[src/rtl/v60_prefetch_queue.sv]
// Instruction prefetch queue: an 8-byte circular byte buffer filled by word
// fetches from memory and drained by the decoder up to 4 bytes per cycle.
module v60_prefetch_queue #(
  parameter logic [31:0] RESET_PC = 32'h0000_0000
) (
  input  logic        clk,
  input  logic        rst_n,
  input  logic        flush,
  input  logic [31:0] flush_pc,
  output logic        pf_req,
  output logic [31:0] pf_addr,
  output logic [1:0]  pf_size,
  input  logic [31:0] pf_rdata,
  input  logic        pf_ready,
  output logic [31:0] q_data,
  output logic [3:0]  q_count,
  output logic [31:0] q_pc,
  input  logic [2:0]  consume
);

  typedef enum logic [1:0] {S_IDLE, S_BUSY, S_GAP} state_e;

  state_e      state_q, state_d;
  logic [29:0] addr_q, addr_d;       // word address of the current/next fetch
  logic [1:0]  skip_q, skip_d;
  logic [31:0] pend_q, pend_d;       // flush target held while a dropped word is outstanding
  logic        discard_q, discard_d;
  logic [2:0]  rd_ptr_q, rd_ptr_d;
  logic [2:0]  wr_ptr_q, wr_ptr_d;
  logic [3:0]  count_q, count_d;
  logic [31:0] pc_q, pc_d;
  logic [7:0]  mem_q [8];

  logic [3:0]  consume_eff;
  logic        complete;
  logic        append;
  logic [2:0]  n_app;
  logic [7:0]  mem_we;
  logic [7:0]  mem_wdata [8];

  // NOTE: every signal written below gets a default first, so no path leaves it unassigned and no latch is inferred.
  always_comb begin
    state_d   = state_q;
    addr_d    = addr_q;
    skip_d    = skip_q;
    pend_d    = pend_q;
    discard_d = discard_q;
    rd_ptr_d  = rd_ptr_q;
    wr_ptr_d  = wr_ptr_q;
    count_d   = count_q;
    pc_d      = pc_q;

    consume_eff = ({1'b0, consume} > count_q) ? count_q : {1'b0, consume};
    complete    = (state_q == S_BUSY) && pf_ready;
    append      = complete && !discard_q && !flush;
    n_app       = 3'd4 - {1'b0, skip_q};

    case (state_q)
      S_IDLE:  if (!flush && ((count_q - consume_eff) <= 4'd4)) state_d = S_BUSY;
      S_BUSY:  if (pf_ready) state_d = S_GAP;
      S_GAP:   state_d = S_IDLE;
      default: state_d = S_IDLE;
    endcase

    if (flush) begin
      count_d  = 4'd0;
      rd_ptr_d = 3'd0;
      wr_ptr_d = 3'd0;
      pc_d     = flush_pc;
      // An in-flight request cannot be aborted, so remember the target until it returns.
      if ((state_q == S_BUSY) && !pf_ready) begin
        discard_d = 1'b1;
        pend_d    = flush_pc;
      end else begin
        addr_d    = flush_pc[31:2];
        skip_d    = flush_pc[1:0];
        discard_d = 1'b0;
      end
    end else begin
      rd_ptr_d = rd_ptr_q + consume_eff[2:0];
      pc_d     = pc_q + 32'(consume_eff);
      count_d  = count_q - consume_eff + (append ? {1'b0, n_app} : 4'd0);
      if (append) begin
        wr_ptr_d = wr_ptr_q + n_app;
        addr_d   = addr_q + 30'd1;
        skip_d   = 2'd0;
      end else if (complete) begin
        addr_d    = pend_q[31:2];
        skip_d    = pend_q[1:0];
        discard_d = 1'b0;
      end
    end
  end

  // Byte lanes of the fetched word, steered into the slots following the write pointer.
  always_comb begin
    for (int j = 0; j < 8; j++) begin
      logic [2:0] off;
      logic [1:0] sel;
      off          = 3'(j) - wr_ptr_q;
      sel          = off[1:0] + skip_q;
      mem_we[j]    = append && (off < n_app);
      mem_wdata[j] = pf_rdata[{sel, 3'b000} +: 8];
    end
  end

  always_comb begin
    q_data = 32'd0;
    for (int i = 0; i < 4; i++) begin
      if (4'(i) < count_q) q_data[8*i +: 8] = mem_q[rd_ptr_q + 3'(i)];
    end
  end

  always_ff @(posedge clk or negedge rst_n) begin
    if (!rst_n) begin
      state_q   <= S_IDLE;
      addr_q    <= RESET_PC[31:2];
      skip_q    <= RESET_PC[1:0];
      pend_q    <= 32'd0;
      discard_q <= 1'b0;
      rd_ptr_q  <= 3'd0;
      wr_ptr_q  <= 3'd0;
      count_q   <= 4'd0;
      pc_q      <= RESET_PC;
    end else begin
      state_q   <= state_d;
      addr_q    <= addr_d;
      skip_q    <= skip_d;
      pend_q    <= pend_d;
      discard_q <= discard_d;
      rd_ptr_q  <= rd_ptr_d;
      wr_ptr_q  <= wr_ptr_d;
      count_q   <= count_d;
      pc_q      <= pc_d;
    end
  end

  // NOTE: the byte storage has no reset; slots at or beyond the occupancy are masked on q_data.
  always_ff @(posedge clk) begin
    for (int j = 0; j < 8; j++) begin
      if (mem_we[j]) mem_q[j] <= mem_wdata[j];
    end
  end

  assign pf_req  = (state_q == S_BUSY);
  assign pf_addr = {addr_q, 2'b00};
  assign pf_size = 2'b10;
  assign q_count = count_q;
  assign q_pc    = pc_q;

endmodule

[config.mk]
export PLATFORM = sky130hd
export DESIGN_NAME = v60_prefetch_queue
export DESIGN_NICKNAME = d
export VERILOG_FILES = /design/src/rtl/v60_prefetch_queue.sv
export SDC_FILE = /design/constraint.sdc
export NUM_CORES = 1
export LEC_CHECK = 0
export CAP_MARGIN = 20
export CORE_ASPECT_RATIO = 1.25
export CORE_MARGIN = 2
export CORE_UTILIZATION = 50
export DETAILED_ROUTE_END_ITERATION = 10
export PLACE_DENSITY = 0.83
export SYNTH_ARGS = -nofsm -noshare
export SYNTH_HDL_FRONTEND = slang
export SYNTH_SLANG_ARGS = --single-unit
export TNS_END_PERCENT = 30
[constraint.sdc]
create_clock -name clk -period 3.55 [get_ports clk]
set_input_delay 0.71 -clock clk [delete_from_list [all_inputs] [get_ports clk]]
set_output_delay 0.71 -clock clk [all_outputs]
set_load 0.05 [all_outputs]
==> results of run 1 <==
## Yosys cell counts (6+ instances only)
cell type | count | share of area (%)
buf_1 | 6 | 0.20
nand3_1 | 25 | 1.1
buf_2 | 29 | 1.3
inv_1 | 40 | 1.3
nor4_2 | 10 | 1.1
nor2b_1 | 7 | 0.38
a21o_1 | 9 | 0.59
xor2_1 | 7 | 0.53
xnor2_1 | 34 | 2.6
nor3_1 | 10 | 0.44
buf_4 | 8 | 0.52
a21oi_1 | 25 | 1.1
o21ai_0 | 29 | 1.3
and3_1 | 11 | 0.60
a221oi_1 | 6 | 0.46
a31oi_1 | 10 | 0.55
dfrtp_1 | 109 | 24
mux2_2 | 33 | 3.2
clkbuf_1 | 22 | 0.72
edfxtp_1 | 64 | 17
mux2i_1 | 33 | 2.9
ha_1 | 35 | 3.8
nand2_1 | 79 | 2.6
mux4_2 | 95 | 19
o21ai_1 | 29 | 1.3
a22o_1 | 10 | 0.76
nor2_1 | 60 | 2.0
a211oi_1 | 10 | 0.65
## flip-flops by register name, indices dropped and copies added, names as in the netlist
register,count
skip_q,2
rd_ptr_q,3
wr_ptr_q,3
discard_q,1
q_count,4
addr_q,30
state_q,2
q_pc,32
pend_q,32
mem_q,64
## repair_timing
| item | CTS | global route |
|---|---|---|
| gates cloned | 0 | 1 |
| setup endpoints to repair | 16 | 21 |
| pin swaps | 11 | 11 |
| resized for setup | 6 | 16 |
| setup buffers | 6 | 2 |
## stage by stage
step           cell area [um^2]  utilization (%)  std cells  TNS [ns]
2_1_floorplan             11500                -        956    -0.829
3_3_place_gp              13900             62.1       1400    -11.91
3_5_place_dp              13900             62.1       1400    -14.49
4_1_cts                   14500             64.9       1438         0
5_1_grt                   14600             65.4       1441    -0.412
6_report                  14600             65.4       1444         0
## power groups by stage
stage	Combinational, mW	Clock [mW]	Sequential, mW
3_5_place_dp	8.37	0	3.35
3_3_place_gp	8.12	0	3.32
6_report	8.64	1.83	3.34
4_1_cts	8.50	1.84	3.32
2_1_floorplan	4.85	0	4.03
5_1_grt	9.12	1.91	3.41
## per-layer routing
metal	vias to the layer above	part of all wire, %	track usage (%)
met2	434	53	47.6
met3	69	7.8	5.33
met1	4531	36	31.6
met4	0	3.2	10.4
met5	-	0	0
li1	4031	-	-
## cell type report
class                      instances  area [um^2]
fill                            1599         7730
multi-input combinational        676         6470
sequential                       173         4660
timing repair buffer             236         2420
clock buffer                      18          429
tap                              283          354
inverter                          41          154
clock inverter                    14          139
antenna                            3         7.51
## layout by cell type (no fill, tap or decap), types with 9 or more instances in the layout
cell	instances
nand3_1	25
ha_1	30
xnor2_1	34
o21ai_1	29
mux2_2	33
mux4_2	95
buf_12	19
a211oi_1	10
o21ai_0	28
a31oi_1	10
buf_4	62
edfxtp_1	64
mux2i_1	33
and3_1	10
nor3_1	10
a21oi_1	21
clkbuf_16	18
nor2_1	56
nor4_2	10
clkdlybuf4s50_1	142
inv_1	40
a22o_1	10
a21o_1	9
nand2_1	78
dfrtp_1	106
## how the worst max path moves through the flow
stage	startpoint	to	slack, ns
4_1_cts	rd_ptr_q[0]	q_data[17]	0.02
3_5_place_dp	consume[0]	q_count[3]	-0.55
2_1_floorplan	rd_ptr_q[0]	q_data[11]	-0.07
5_1_grt	consume[0]	q_pc[15]	-0.06
6_report	consume[0]	q_pc[7]	0.04
3_3_place_gp	consume[0]	q_count[3]	-0.46
## logic make-up after synthesis
group	Yosys count	synth area share [%]
AO/OA/AOI/OAI	179	10.5
XOR/XNOR	43	3.41
adder cells (fa/ha/maj)	40	4.69
buffers and inverters	107	4.14
flip-flops	173	40.5
AND/OR/NAND/NOR	245	11.5
multiplexers	164	25.1
other	2	0.0655
==> impl_metrics.ini, run 1 <==
[worst_setup_path]
cp-end-kind = flop
reg2reg_from = q_count[1]
crit_type = in2reg
cp_data_arrival_time_ns = 3.80
cp_slowest_cell = or3_4
r2r_slack_ns = 0.07
slowest_delay_ns = 0.41
crit_family = simple AND/OR/NAND/NOR gates
path_max_fanout = 4
worstSetupPathDepth = 15
path_buf_inv = 4
reg2reg_to = q_pc[7]
required_ns = 3.84
startpoint_type = input pin
reg2reg_depth = 14
cp_cell_sequence = dlygate4sd2_1 -> inv_1 -> ha_1 -> and3_4 -> or3_4 -> nor2_4 -> mux2_4 -> buf_4 -> ha_1 -> a211o_1 -> a21oi_4 -> buf_4 -> nor2_1 -> xnor2_1 -> o21ai_1

[floorplan]
coreArea_mm2 = 0.0224
dieWidth_um = 139
fp-row-count = 61
ioPinCount = 174
die_area_mm2 = 0.0242
die_h_um = 173
start_util_pct = 51.3

[placement]
gp_congestion = 0.894
portBuffers = 169
place_hpwl_um = 23400
dp_slack_ns = -0.547

[route]
wl_per_cell_um = 22.2
drc = 0
post_drt_via_cell_ratio = 6.28
drt.antenna.violating_nets = 0
dr.pass1.iters = 5
finalWirelength_um = 32000
dr_total_vias = 9065
drt_iter0_markers = 766

[timing]
fin_worst_skew_ns = 0.0146
period_share_pct = 98.9
drv_slew = 0
finalSetupViolations = 0
relSlewSlack_pct = 35.7
fin_crit_ns = 3.51
fmax_mhz = 285
hold_viol_final = 0
tightest_slew_ns = 0.965
hold_slack_ns = 0.376
rsz0062_at_grt = yes
worst_slack_ns = 0.0396

[clocking]
cts_tree = yes
cts_made_buffers = 17
path_clk_slew_ns = 0.08
clk_path_buf_depth = 2
htreeDepth = 4
cts_hold_buffers = 0
clk_latency_ns = 0.44
root_buffer = clkbuf_16
cts.sink_count = 173

[logic_synthesis]
synth_edf_count = 64
synthFlopType = dfrtp_1
syn_area_per_cell_um2 = 12.0
ys_types = 81
synth_warnings = 0
synthArstFlopShare_pct = 63.0
synth_area_mm2 = 0.0115
yosysSeqAreaShare_pct = 40.5
yosys_register_bits = 173
synth_cells = 953

[finish]
area_delta_synth_final_pct = 27.6
drive_gt1_share_pct = 25.6
nets = 1256

[global_route]
grt_pass1_vias = 9259
track_usage_pct = 26.7
grt-ovfl-total = 0
grt_pass1_wl_um = 50700
grt_max_degree = 68
antenna_found_initial = 2

[power_and_ir_drop]
p_comb_share_pct = 62.6
power_frac_clock_pct = 13.2
p_seq_share_pct = 24.2
leakagePower_nw = 5.68
swShare_pct = 45.3
internal_power_mw = 7.55
ir_worst_vdd_mv = 0.862
p_sw_mw = 6.25
powerDensity_mw_per_mm2 = 943
total_power_mw = 13.8

[min_path]
min_path_type = in2async

[outcome]
status = finished clean

[job]
drv_cap = 0
Note: power is estimated with default switching activity, not from simulation.
==> run 2, diff against run 1 <==
--- a/config.mk
+++ b/config.mk
@@ -10,6 +10,7 @@
 export CORE_MARGIN = 2
 export CORE_UTILIZATION = 50
 export DETAILED_ROUTE_END_ITERATION = 10
+export GPL_TIMING_DRIVEN = 0
 export PLACE_DENSITY = 0.83
 export SYNTH_ARGS = -nofsm -noshare
 export SYNTH_HDL_FRONTEND = slang
==> impl_metrics.ini, run 2 (synthesis gave the netlist of run 1 again) <==
[floorplan]
ioPinCount = 174
die_area_mm2 = 0.0242
fp-row-count = 61
dieWidth_um = 139
coreArea_mm2 = 0.0224
die_h_um = 173
start_util_pct = 51.3

[global_route]
antenna_found_initial = 1
grt_pass1_vias = 9774
track_usage_pct = 29.5
grt_pass1_wl_um = 55200
grt_max_degree = 86
grt-ovfl-total = 0

[route]
post_drt_via_cell_ratio = 6.52
dr_total_vias = 9552
drt.antenna.violating_nets = 0
dr.pass1.iters = 7
wl_per_cell_um = 24.1
finalWirelength_um = 35300
drc = 0
drt_iter0_markers = 939

[placement]
place_hpwl_um = 26200
gp_congestion = 0.985
place_inst = 1412
portBuffers = 168
dp_slack_ns = -1.08

[clocking]
path_clk_slew_ns = 0.07
cts_tree = yes
cts_hold_buffers = 0
clk_latency_ns = 0.45
clk_path_buf_depth = 2
cts_made_buffers = 17
cts.sink_count = 173
root_buffer = clkbuf_16
htreeDepth = 4

[worst_setup_path]
startpoint_type = flop
required_ns = 3.92
r2r_slack_ns = 0.02
cp_data_arrival_time_ns = 3.90
reg2reg_to = q_count[3]
path_max_fanout = 6
cp-startpoint = q_count[0]
cp-end-kind = flop
crit_type = reg2reg
reg2reg_depth = 12
reg2reg_from = q_count[0]
cp-endpoint = q_count[3]

[power_and_ir_drop]
total_power_mw = 13.7
ir_worst_vdd_mv = 0.735
leakagePower_nw = 5.67
powerDensity_mw_per_mm2 = 938

[finish]
layout.area.seq_mm2 = 0.00465
regMostFlops = mem_q
largest_reg_flops = 64
drive_gt1_share_pct = 25.5
layout_common_cells = clkdlybuf4s50_1 (132), dfrtp_1 (106), mux4_2 (95)
nets = 1278
fillCellCount = 1634
area_delta_synth_final_pct = 27.2
final_cells = 1464
multi_input_area_mm2 = 0.00653
layout_commonest_cell = clkdlybuf4s50_1

[min_path]
min_path_type = in2async

[timing]
relSlewSlack_pct = 35.3
finalSetupTns_ns = 0
rsz0062_at_grt = yes
fin_worst_skew_ns = 0.00909
period_share_pct = 99.4
tightest_slew_ns = 0.964
fmax_mhz = 283
finalSetupViolations = 0
drv_slew = 0
worst_slack_ns = 0.0198
fin_crit_ns = 3.53
hold_slack_ns = 0.121
hold_viol_final = 0

[outcome]
status = finished clean

[job]
drv_cap = 0
## run 2: cell count changes in the layout (fill, tap and decap cells not counted), sizes merged
cell	change
bufinv	+2
clkdlybuf4s50	-10
inv	-2
diode	-2
clkbuf	+21
bufbuf	+1
dlymetal6s2s	-3
clkdlybuf4s15	+7
dlygate4sd2	+13
buf	-8
clkinv	+1
## run 2: worst min-delay path by stage
| stage | to | slack [ns] | depth (start not counted) |
|---|---|---|---|
| floorplan | addr_q[0] | 0.41 | 0 |
| finish | q_pc[16] | 0.12 | 1 |
| CTS | q_pc[16] | 0.12 | 1 |
| detailed placement | pend_q[6] | 0.48 | 1 |
| global placement | pend_q[7] | 0.47 | 1 |
| global route | q_pc[17] | 0.13 | 1 |
## run 2: metal layers
layer	track usage, %	wire length (um)	up-vias
met2	50.3	18100	600
li1	-	-	4088
met5	0	0	-
met4	12.9	1450	0
met1	36.9	12700	4759
met3	5.03	3020	105
## run 2: what timing repair did
item / 4_1_cts / 5_1_grt
resized for setup: 111 / 30
cloned: 1 / 0
pin swaps: 8 / 8
endpoints found under the setup margin: 64 / 49
setup buffers: 7 / 11
## run 2: power by group
group | total (mW) | internal, mW | switching (mW)
combinational | 8.41 | 3.48 | 4.93
clock | 1.94 | 1.06 | 0.877
sequential | 3.33 | 2.77 | 0.563
total | 13.7 | 7.31 | 6.37
## run 2: per-stage QoR
stage                     util (%)  area [um^2]
final                         65.3        14600
after global routing          65.3        14600
after CTS                     64.5        14400
after detailed placement      61.0        13600
after global placement        60.7        13600
after floorplan                  -        11500
## run 2: cell type report
type	instances	area share [%]
diodes	1	0.0171
plain buffers	65	2.74
clock buffers	17	2.91
clock inverters	15	1.22
inverters	41	1.05
multi-input cells	676	44.7
flip-flops and latches	173	31.9
well taps	283	2.43
repair buffers	193	13.0
## run 2: worst max-delay path: stages (launching register included)
cell	delay, ns
dfrtp_2	0.50
ha_4	0.26
and3_4	0.16
or3_4	0.39
nor2_4	0.18
mux2_4	0.37
fa_2	0.59
inv_1	0.06
ha_1	0.30
a21o_1	0.19
a21o_1	0.17
a21o_1	0.16
a21oi_2	0.12
==> run 3, diff against run 2 <==
==> constraint.sdc (replaced) <==
create_clock -name clk -period 3.55 [get_ports clk]
set_input_delay 0.71 -clock clk [delete_from_list [all_inputs] [get_ports clk]]
set_output_delay 0.71 -clock clk [all_outputs]
set_load 0.1 [all_outputs]
==> impl_metrics.ini, run 3 (synthesis gave the netlist of run 1 again) <==
[outcome]
status = finished clean

[clocking]
path_clk_slew_ns = 0.07
cts.sink_count = 173
clk_latency_ns = 0.45
cts_hold_buffers = 0
clk_path_buf_depth = 2
htreeDepth = 4
cts_tree = yes
root_buffer = clkbuf_16
cts_made_buffers = 17

[worst_setup_path]
cp-endpoint = q_data[4]
path_buf_inv = 3
cp_data_arrival_time_ns = 2.81
reg2reg_from = q_count[1]
cp_slowest_cell = dlygate4sd2_1
cp_cell_sequence = buf_6 -> buf_2 -> mux4_2 -> nand2_1 -> a21oi_1 -> dlygate4sd2_1
reg2reg_to = q_count[3]
required_ns = 2.84
path_max_fanout = 10
crit_family = buffers and inverters
r2r_slack_ns = 0.04
cp-startpoint = rd_ptr_q[0]
worstSetupPathDepth = 6
cp-end-kind = output port
slowest_delay_ns = 0.88
crit_type = reg2out
reg2reg_depth = 13
startpoint_type = flop

[min_path]
min_path_type = in2async

[timing]
fin_worst_skew_ns = 0.0126
fin_crit_ns = 3.52
relSlewSlack_pct = 27.4
hold_viol_final = 0
finalSetupViolations = 0
period_share_pct = 99.1
finalSetupTns_ns = 0
rsz0062_at_grt = yes
fmax_mhz = 284
drv_slew = 0
tightest_slew_ns = 1.09

[finish]
nets = 1285
drive_gt1_share_pct = 28.3
fillCellCount = 1625
area_delta_synth_final_pct = 28.2
final_cells = 1471
design_area_mm2 = 0.0147
utilization_pct = 65.8
layout_commonest_cell = clkdlybuf4s50_1
regMostFlops = mem_q
layout_common_cells = clkdlybuf4s50_1 (132), dfrtp_1 (106), mux4_2 (95)
largest_reg_flops = 64

[placement]
gp_congestion = 0.915
placed_area_mm2 = 0.0137
portBuffers = 168
place_hpwl_um = 26400
place_inst = 1412

[floorplan]
dieWidth_um = 139
ioPinCount = 174
die_h_um = 173
coreArea_mm2 = 0.0224
start_util_pct = 51.3
die_area_mm2 = 0.0242
fp-row-count = 61

[route]
drt.antenna.violating_nets = 0
drc = 0
dr.pass1.iters = 5
finalWirelength_um = 35500
drt_iter0_markers = 912
dr_total_vias = 9514
post_drt_via_cell_ratio = 6.47
wl_per_cell_um = 24.1

[global_route]
grt_max_degree = 70
antenna_found_initial = 1
grt_pass1_vias = 9704
grt_pass1_wl_um = 54600
track_usage_pct = 29.1
grt-ovfl-total = 0

[job]
drv_cap = 0
==> run 3: cell count changes in the layout (fill, tap and decap cells not counted), sizes merged, moves of 3 or more <==
cell,change
buf,+16
clkdlybuf4s15,+3
dlygate4sd2,-7
dlymetal6s2s,-3
inv,+3
==> run 3: through the flow <==
step / hold WS, ns / setup slack [ns]
floorplan: 0.414 / -0.239
global placement: 0.476 / -3.33
detailed placement: 0.483 / -1.39
CTS: 0.270 / -0.0551
global route: 0.310 / -0.109
finish: 0.253 / 0.0321
==> run 3: layout make-up <==
| class | count | area [um^2] | area share, % |
|---|---|---|---|
| Antenna cell | 1 | 2.50 | 0.0170 |
| Buffer | 65 | 390 | 2.65 |
| Clock buffer | 18 | 429 | 2.92 |
| Clock inverter | 14 | 138 | 0.936 |
| Inverter | 41 | 160 | 1.09 |
| Multi-Input combinational cell | 676 | 6590 | 44.8 |
| Sequential cell | 173 | 4660 | 31.7 |
| Tap cell | 283 | 354 | 2.41 |
| Timing Repair Buffer | 200 | 1980 | 13.5 |
==> run 3: worst min path at each step <==
stage | cells after the start | end | start
after floorplan | 0 | addr_q[0] | rst_n
after global placement | 1 | pend_q[7] | pend_q[7]
after detailed placement | 1 | pend_q[6] | pend_q[6]
after CTS | 1 | q_pc[13] | rst_n
after global routing | 1 | q_pc[13] | rst_n
final | 1 | q_pc[13] | rst_n
==> run 3: repair_timing <==
action	4_1_cts	5_1_grt
setup endpoints to repair	64	29
gates resized for setup	171	24
endpoints found under the hold margin	0	0
cloned	0	1
setup buffers	6	20
pin swaps	9	5
==> run 3: routing by layer <==
layer	vias up	part of all wire [%]	GRT usage (%)
met1	4696	34	34.3
met4	0	5.0	14.6
li1	4111	-	-
met2	598	52	50.4
met3	109	9.3	6.05
met5	-	0	0
Power of run 3 is not shown: default switching activity piles up to over one toggle a cycle in this logic, so the estimate is an artifact.
